### config.mk
export PLATFORM = sky130hd
export DESIGN_NAME = demux_seq_wb
export DESIGN_NICKNAME = d
export VERILOG_FILES = /design/src/rtl/demux_seq_wb_pkg.sv /design/src/rtl/demux_lane_map.sv /design/src/rtl/demux_seq_wb.sv
export SDC_FILE = /design/constraint.sdc
export NUM_CORES = 1
export LEC_CHECK = 0
export CELL_PAD_IN_SITES_DETAIL_PLACEMENT = 1
export CELL_PAD_IN_SITES_GLOBAL_PLACEMENT = 2
export CORE_AREA = 2 2 421 423
export CTS_CLUSTER_DIAMETER = 30
export DETAILED_ROUTE_END_ITERATION = 16
export DIE_AREA = 0 0 423 425
export GPL_ROUTABILITY_DRIVEN = 0
export MAX_ROUTING_LAYER = met4
export PLACE_DENSITY = 0.56
export SLEW_MARGIN = 25
export SYNTH_ARGS = -nofsm -noshare
export SYNTH_HDL_FRONTEND = slang
export SYNTH_HIERARCHICAL = 1
export SYNTH_SLANG_ARGS = --single-unit
### constraint.sdc
create_clock -name clk -period 4.6 [get_ports clk]
set_clock_uncertainty 0.1 [all_clocks]
set_input_delay 0.92 -clock clk [delete_from_list [all_inputs] [get_ports clk]]
set_output_delay 0.92 -clock clk [all_outputs]
set_load 0.02 [all_outputs]
### src/rtl/demux_seq_wb_pkg.sv
// Shared constants, mode encoding and state type for the mux/demux sequencers.
package demux_seq_wb_pkg;

  localparam int unsigned DATA_WIDTH = 64;
  localparam int unsigned ADDR_WIDTH = 12;
  localparam int unsigned A1_BASE    = 2048;
  localparam int unsigned BEATS_M0   = 2048;
  localparam int unsigned BEATS_M1   = 4096;
  localparam int unsigned LANES      = 4;

  localparam logic MODE_A  = 1'b0;
  localparam logic MODE_BC = 1'b1;

  // Output bank select for the lane helper
  localparam int unsigned SEL_X0 = 0;
  localparam int unsigned SEL_X1 = 1;

  typedef enum logic [1:0] {
    ST_IDLE = 2'd0,
    ST_RUN  = 2'd1,
    ST_DONE = 2'd2
  } state_e;

  // Bank lane k takes its data from group (k%2 ? o2 : o1), lane 2*(k/2)+sel
  function automatic int unsigned src_lane(input int unsigned sel, input int unsigned k);
    return 2 * (k / 2) + sel;
  endfunction

endpackage

### src/rtl/demux_lane_map.sv
// Combinational de-interleave of the o1/o2 output groups into x0/x1 bank layout.
module demux_lane_map
  import demux_seq_wb_pkg::*;
#(
  parameter int unsigned DW = DATA_WIDTH
) (
  input  logic [4*DW-1:0] i_o1,
  input  logic [4*DW-1:0] i_o2,
  output logic [4*DW-1:0] o_x0,
  output logic [4*DW-1:0] o_x1
);

  // Even bank lanes come from o1, odd bank lanes from o2
  always_comb begin
    o_x0 = '0;
    o_x1 = '0;
    for (int unsigned k = 0; k < LANES; k++) begin
      if (k % 2 == 0) begin
        o_x0[k*DW +: DW] = i_o1[src_lane(SEL_X0, k)*DW +: DW];
        o_x1[k*DW +: DW] = i_o1[src_lane(SEL_X1, k)*DW +: DW];
      end else begin
        o_x0[k*DW +: DW] = i_o2[src_lane(SEL_X0, k)*DW +: DW];
        o_x1[k*DW +: DW] = i_o2[src_lane(SEL_X1, k)*DW +: DW];
      end
    end
  end

endmodule

### src/rtl/demux_seq_wb.sv
// Write-back sequencer: de-interleaves paired o1/o2 beats and writes one
// polynomial per job into the a0/a1 or b0/c1 banks.
module demux_seq_wb
  import demux_seq_wb_pkg::*;
#(
  parameter int unsigned DATA_WIDTH = demux_seq_wb_pkg::DATA_WIDTH,
  parameter int unsigned ADDR_WIDTH = demux_seq_wb_pkg::ADDR_WIDTH,
  parameter int unsigned A1_BASE    = demux_seq_wb_pkg::A1_BASE,
  parameter int unsigned BEATS_M0   = demux_seq_wb_pkg::BEATS_M0,
  parameter int unsigned BEATS_M1   = demux_seq_wb_pkg::BEATS_M1
) (
  input  logic                    clk,
  input  logic                    rst_n,
  input  logic                    i_en,
  input  logic                    i_start,
  input  logic                    i_mode,
  input  logic                    i_valid,
  input  logic [4*DATA_WIDTH-1:0] i_data_o1,
  input  logic [4*DATA_WIDTH-1:0] i_data_o2,
  output logic [ADDR_WIDTH-1:0]   o_addr_a0,
  output logic [ADDR_WIDTH-1:0]   o_addr_a1,
  output logic [ADDR_WIDTH-1:0]   o_addr_b0,
  output logic [ADDR_WIDTH-1:0]   o_addr_c1,
  output logic                    o_we_a0,
  output logic                    o_we_a1,
  output logic                    o_we_b0,
  output logic                    o_we_c1,
  output logic [4*DATA_WIDTH-1:0] o_wdata_x0,
  output logic [4*DATA_WIDTH-1:0] o_wdata_x1,
  output logic                    o_busy,
  output logic                    o_done,
  output logic                    o_err
);

  localparam int unsigned BMAX = (BEATS_M1 > BEATS_M0) ? BEATS_M1 : BEATS_M0;
  localparam int unsigned CW   = (BMAX > 1) ? $clog2(BMAX) : 1;

  state_e                  state_q, state_d;
  logic [CW-1:0]           cnt_q, cnt_d;
  logic                    mode_q, mode_d;
  logic                    err_q, err_d;
  logic [ADDR_WIDTH-1:0]   a0_q, a0_d, a1_q, a1_d, b0_q, b0_d, c1_q, c1_d;
  logic                    we_ab_q, we_ab_d, we_bc_q, we_bc_d;
  logic [4*DATA_WIDTH-1:0] x0_q, x0_d, x1_q, x1_d;
  logic [4*DATA_WIDTH-1:0] x0_map, x1_map;
  logic [CW-1:0]           cnt_last;
  logic [ADDR_WIDTH-1:0]   n_addr;

  demux_lane_map #(.DW(DATA_WIDTH)) u_lane_map (
    .i_o1 (i_data_o1),
    .i_o2 (i_data_o2),
    .o_x0 (x0_map),
    .o_x1 (x1_map)
  );

  assign cnt_last = (mode_q == MODE_BC) ? CW'(BEATS_M1 - 1) : CW'(BEATS_M0 - 1);
  assign n_addr   = ADDR_WIDTH'(cnt_q);

  // Next-state: enable gates everything, start overrides state, then FSM
  always_comb begin
    state_d = state_q;
    cnt_d   = cnt_q;
    mode_d  = mode_q;
    err_d   = err_q;
    a0_d    = a0_q;
    a1_d    = a1_q;
    b0_d    = b0_q;
    c1_d    = c1_q;
    x0_d    = x0_q;
    x1_d    = x1_q;
    we_ab_d = 1'b0;
    we_bc_d = 1'b0;
    if (!i_en) begin
      state_d = ST_IDLE;
      cnt_d   = '0;
    end else if (i_start) begin
      state_d = ST_RUN;
      cnt_d   = '0;
      mode_d  = i_mode;
      // A beat coinciding with start is dropped and flagged even though start clears the flag
      err_d   = i_valid;
    end else begin
      unique case (state_q)
        ST_IDLE: begin
          if (i_valid) err_d = 1'b1;
        end
        ST_RUN: begin
          if (i_valid) begin
            x0_d = x0_map;
            x1_d = x1_map;
            if (mode_q == MODE_BC) begin
              b0_d    = n_addr;
              c1_d    = n_addr;
              we_bc_d = 1'b1;
            end else begin
              a0_d    = n_addr;
              a1_d    = ADDR_WIDTH'(A1_BASE) + n_addr;
              we_ab_d = 1'b1;
            end
            cnt_d = cnt_q + 1'b1;
            if (cnt_q == cnt_last) state_d = ST_DONE;
          end
        end
        ST_DONE: begin
          if (i_valid) err_d = 1'b1;
          state_d = ST_IDLE;
        end
        default: state_d = ST_IDLE;
      endcase
    end
  end

  // State and registered write-port outputs
  always_ff @(posedge clk or negedge rst_n) begin
    if (!rst_n) begin
      state_q <= ST_IDLE;
      cnt_q   <= '0;
      mode_q  <= MODE_A;
      err_q   <= 1'b0;
      a0_q    <= '0;
      a1_q    <= '0;
      b0_q    <= '0;
      c1_q    <= '0;
      we_ab_q <= 1'b0;
      we_bc_q <= 1'b0;
      x0_q    <= '0;
      x1_q    <= '0;
    end else begin
      state_q <= state_d;
      cnt_q   <= cnt_d;
      mode_q  <= mode_d;
      err_q   <= err_d;
      a0_q    <= a0_d;
      a1_q    <= a1_d;
      b0_q    <= b0_d;
      c1_q    <= c1_d;
      we_ab_q <= we_ab_d;
      we_bc_q <= we_bc_d;
      x0_q    <= x0_d;
      x1_q    <= x1_d;
    end
  end

  assign o_addr_a0  = a0_q;
  assign o_addr_a1  = a1_q;
  assign o_addr_b0  = b0_q;
  assign o_addr_c1  = c1_q;
  assign o_we_a0    = we_ab_q;
  assign o_we_a1    = we_ab_q;
  assign o_we_b0    = we_bc_q;
  assign o_we_c1    = we_bc_q;
  assign o_wdata_x0 = x0_q;
  assign o_wdata_x1 = x1_q;
  assign o_busy     = (state_q == ST_RUN);
  assign o_done     = (state_q == ST_DONE);
  assign o_err      = err_q;

endmodule

# After elaboration in Yosys (flattened, before gate mapping)
# Cells that the tools add are included.
[word_totals]
register_bits = 566
wordCells = 57
[classes]
addsub = 2
n_eq_ne = 8
muxes = 23
bitwise = 2
n_reduce_logical = 11
[ops]
columns = ["op", "n"]
rows = [
  ["$mux 12", 5],
  ["$mux 1", 13],
  ["$add 12x1->12 const B", 1],
  ["$add 12x12->12 const A", 1],
  ["$eq 12x12->1", 1],
  ["$reduce_and 5->1", 2],
  ["$mux 2", 4],
  ["$ne 3x1->1 const B", 2],
  ["$reduce_and 3->1", 2],
  ["$ne 4x3->1 const B", 1],
  ["$ne 4x4->1 const B", 1],
  ["$pmux 2 s2", 1],
  ["$reduce_and 2->1", 2],
  ["$reduce_and 4->1", 1],
  ["$reduce_bool 2->1", 2],
  ["$ne 3x3->1 const B", 1],
  ["$eq 2x1->1 const B", 1],
  ["$eq 2x2->1 const B", 1],
  ["$logic_not 2->1", 1],
  ["$not 1->1", 2],
  ["$reduce_or 2->1", 1],
]

# Longest topological paths before layout
[depth]
ltp_word = 7
mapped_depth = 7

# Cells and area by module
# Netlist, hierarchy kept.
[modules_own_cells]
columns = ["mod", "instances", "cells_per_inst", "area_each_um2", "seq_area_each_um2"]
rows = [
  ["demux_seq_wb", 1, 2327, 21200.3, 13888.3],
  ["demux_lane_map", 1, 512, 3843.7, 0.0],
]

# Least setup slack after synthesis
# OpenSTA, ideal clock, no wires.
[synth_timing]
path_type = "input to register"
startpoint = "input i_start"
endpoint = "register a0_q[4], in the netlist o_addr_a0[4]"
setup_ns = 0.128
t_arrival_ns = 2.015
path_slack_ns = 2.358
path_stages = 6
cell_sequence = "nand2b_4 > or2_1 > buf_6 > nor2_8 > buf_6 > mux2_1"
[synth_between]
elab_chain_cells = 2
[synth_rtl]
columns = ["item", "line_no", "rtl"]
rows = [
  ["from (decl)", "demux_seq_wb.sv:15", "input logic i_start,"],
  ["$not 1->1 (no source line)", "n/a", ""],
  ["$reduce_and 5->1 (no source line)", "n/a", ""],
  ["to (signal assigned)", "demux_seq_wb.sv:120", "a0_q <= '0;"],
  ["to (signal assigned)", "demux_seq_wb.sv:133", "a0_q <= a0_d;"],
  ["to (decl)", "demux_seq_wb.sv:42", "logic [ADDR_WIDTH-1:0] a0_q, a0_d, a1_q, a1_d, b0_q, b0_d, c1_q, c1_d;"],
]
# No other way between the ends.
# A chain may end at the register's enable or synchronous reset.

==> results_dict.tcl <==
set metrics [dict create \
    tritoncts.num_buffers 200 \
    boundaryPins 1085 \
    cp.required_ns 3.58 \
    cellLeakagePower_nw 19.3 \
    clk_latency_ns 0.78 \
    syn_area_per_cell_sq_um 8.82 \
    crit_family "buffers and inverters" \
    use_met3_pct 4.60 \
    num_vias 20500 \
    nets 4038 \
    tns_ns 0 \
    max_cap_violations 0 \
    die_x_um 423 \
    critPathKind "reg2out" \
    worst_setup_path_start_kind "flop" \
    ctsResizeCount 0 \
    drc 0 \
    p_total_w 0.0246 \
    synth_top_flop_cell "dfrtp_1" \
    ant_nets 0 \
    finalWorstSetupSlack_ns 1.42 \
    cp_max_fo 3 \
    root_buffer "clkbuf_16" \
    powerDensity_nw_per_um2 594 \
    post-route-min-period_ns 3.18 \
    htreeDepth 4 \
    first_pass_iters 4 \
    die_y_um 425 \
    r2r_slack_ns 2.01 \
    place_worst_setup_slack_ns 1.01 \
    reg2reg_depth 6 \
    endpoint_kind "output pin" \
    synth_edf_count 0 \
    hold_class "in2async" \
    cts_setup_buffers 0 \
    grt_first_pass_wirelength_um 174000 \
    synth.cell_area_sq_um 25000 \
    outcome "completed" \
    setup_viol 0 \
    grt_start_max_net_pins 96 \
    grt_pass1_vias 22200 \
    core_sq_um 175000 \
    ys_ff_latch 555 \
    drtIter0Drc 1089 \
    ctsHoldBuffers 0 \
    async_flop_share_pct 100 \
    portBuffers 1084 \
    synthTopCellsByArea "dfrtp_1 (55%), nand2_1 (23%), buf_4 (16%)" \
    slew_viol_final 0 \
    synth_fp_nets 3358 \
    clockBufferDepth 3 \
    max_clock_freq_mhz 314 \
    synth_cell_types 34 \
    grt_usage_pct 14.1 \
    gr-total-overflow 0 \
    grt_antenna_before_repair 35 \
    place_hpwl_um 97600 \
    r2r-start "state_q[1]$_DFFE_PN0P_" \
    grt_use_met1_pct 15.8 \
    rows 154 \
    clock-sinks 555 \
    drive_gt1_share_pct 10.3 \
    final_cell_mix "nand2_1 (1541), clkdlybuf4s50_1 (1083), dfrtp_1 (555)" \
    clk_pin_slew_ns 0.04 \
    crit_path_top_delay_cell "clkdlybuf4s50_1" \
    via_per_inst 3.40 \
    timing.rr.end "o_wdata_x0[184]$_DFFE_PN0N_" \
    hold_viol 0 \
    cp_data_arrival_time_ns 2.16 \
    synth.top_cell.area_share_pct 55.5 \
    wirelength_um 126000 \
    busiest_layer "met2" \
    die_area_sq_um 180000 \
    initial_core_util_pct 14.3 \
    syn2layout_area_growth_pct 65.1 \
    yosys_warnings 6 \
    syn_inst 2839 \
    synth_largest_area_cell "dfrtp_1" \
    crit_path_max_incr_delay_ns 0.72 \
    use_met2_pct 22.8 \
    wl_per_cell_um 21.0 \
    crit_buf_inv 1 \
    timing.final.crit_share_pct 69.2 \
    ys_seq_area_share_pct 55.5 \
    final_common_cell "nand2_1" \
    rsz0062_at_grt "no" \
    tightest_slew_ns 0.860 \
    cts_tree "built" \
    crit_chain "clkdlybuf4s50_1" \
    vdd_ir_drop_max_uv 369 \
    slew_headroom_pct 42.6 \
]
cells by family (layout without fill, tap and decap cells):
group                    Yosys count  count (layout)  share of synthesized area [%]
AND/OR/NAND/NOR                 1579            1579                           24.1
buffers and inverters            659            1495                           18.6
flip-flops                       555             555                           55.5
multiplexers                      27              27                           1.34
AO/OA/AOI/OAI                     10              10                          0.230
XOR/XNOR                           8               8                          0.280
adder cells (fa/ha/maj)            1               1                         0.0500
other                              0              10                              0
worst max-delay path by stage:
stage / startpoint / to / depth (start not counted)
floorplan: i_start / o_addr_a0[4]$_DFFE_PN0P_ / 6
global placement: i_valid / o_wdata_x0[93]$_DFFE_PN0N_ / 7
detailed placement: i_valid / o_wdata_x0[192]$_DFFE_PN0N_ / 7
CTS: state_q[0]$_DFFE_PN0P_ / o_done / 2
global route: state_q[0]$_DFFE_PN0P_ / o_done / 2
finish: o_addr_c1[6]$_DFFE_PN0P_ / o_addr_b0[6] / 1
per-layer routing:
metal | wire (um) | share of wire, % | vias to the layer above
met3 | 8130 | 6.4 | 262
met5 | 0 | 0 | -
met4 | 5070 | 4.0 | 0
li1 | - | - | 9519
met2 | 62400 | 49 | 716
met1 | 50800 | 40 | 10000
worst reg2reg max path, delay by kind of cell, from the launching register on:
kind / cells / cell delay (ns)
simple gates: 4 / 1.27
buf+inv: 2 / 0.69
flops: 1 / 0.40
flip-flops by register name (all words and copies together), names as in the netlist:
signal	flops
cnt_q	12
mode_q	1
o_addr_a0	12
o_addr_a1	1
o_addr_c1	12
o_err	1
o_wdata_x0	256
o_wdata_x1	256
o_we_a0	1
o_we_b0	1
state_q	2
cell type report:
type	instances	area (sq um)
inverters	4	15.0
clock inverters	61	668
fillers	20200	134000
multi-input cells	1625	6510
flip-flops and latches	555	13900
clock buffers	297	5850
diodes	10	25.0
well taps	2340	2930
repair buffers	1133	11400
synth_stat cells (3+ instances only):
library cell,number
xnor2_1,6
inv_1,4
a21oi_1,4
o21ai_0,4
nand3_1,4
mux2_2,8
mux2_4,9
clkbuf_1,8
dfrtp_1,555
buf_2,107
buf_4,537
nor4_1,4
or3_1,3
buf_6,3
nor3_1,3
nor2_1,9
mux2_1,9
nand2_1,1541
nand4_1,3
per-stage QoR:
step / std cells / cell area (sq um) / utilization, % / hold WS, ns
5_1_grt: 6025 / 41300 / 23.6 / 0.114
4_1_cts: 6015 / 41300 / 23.6 / 0.0810
3_3_place_gp: 5657 / 34800 / 19.8 / 0.356
3_5_place_dp: 5657 / 34800 / 19.8 / 0.361
2_1_floorplan: 2839 / 25000 / - / 0.443
6_report: 6025 / 41300 / 23.6 / 0.129
report_power, final:
part           switching (W)  internal (W)
Clock                0.00383       0.00896
Sequential          0.000613       0.00589
Combinational        0.00286       0.00241
No activity file was read; power rests on OpenSTA's default activity.
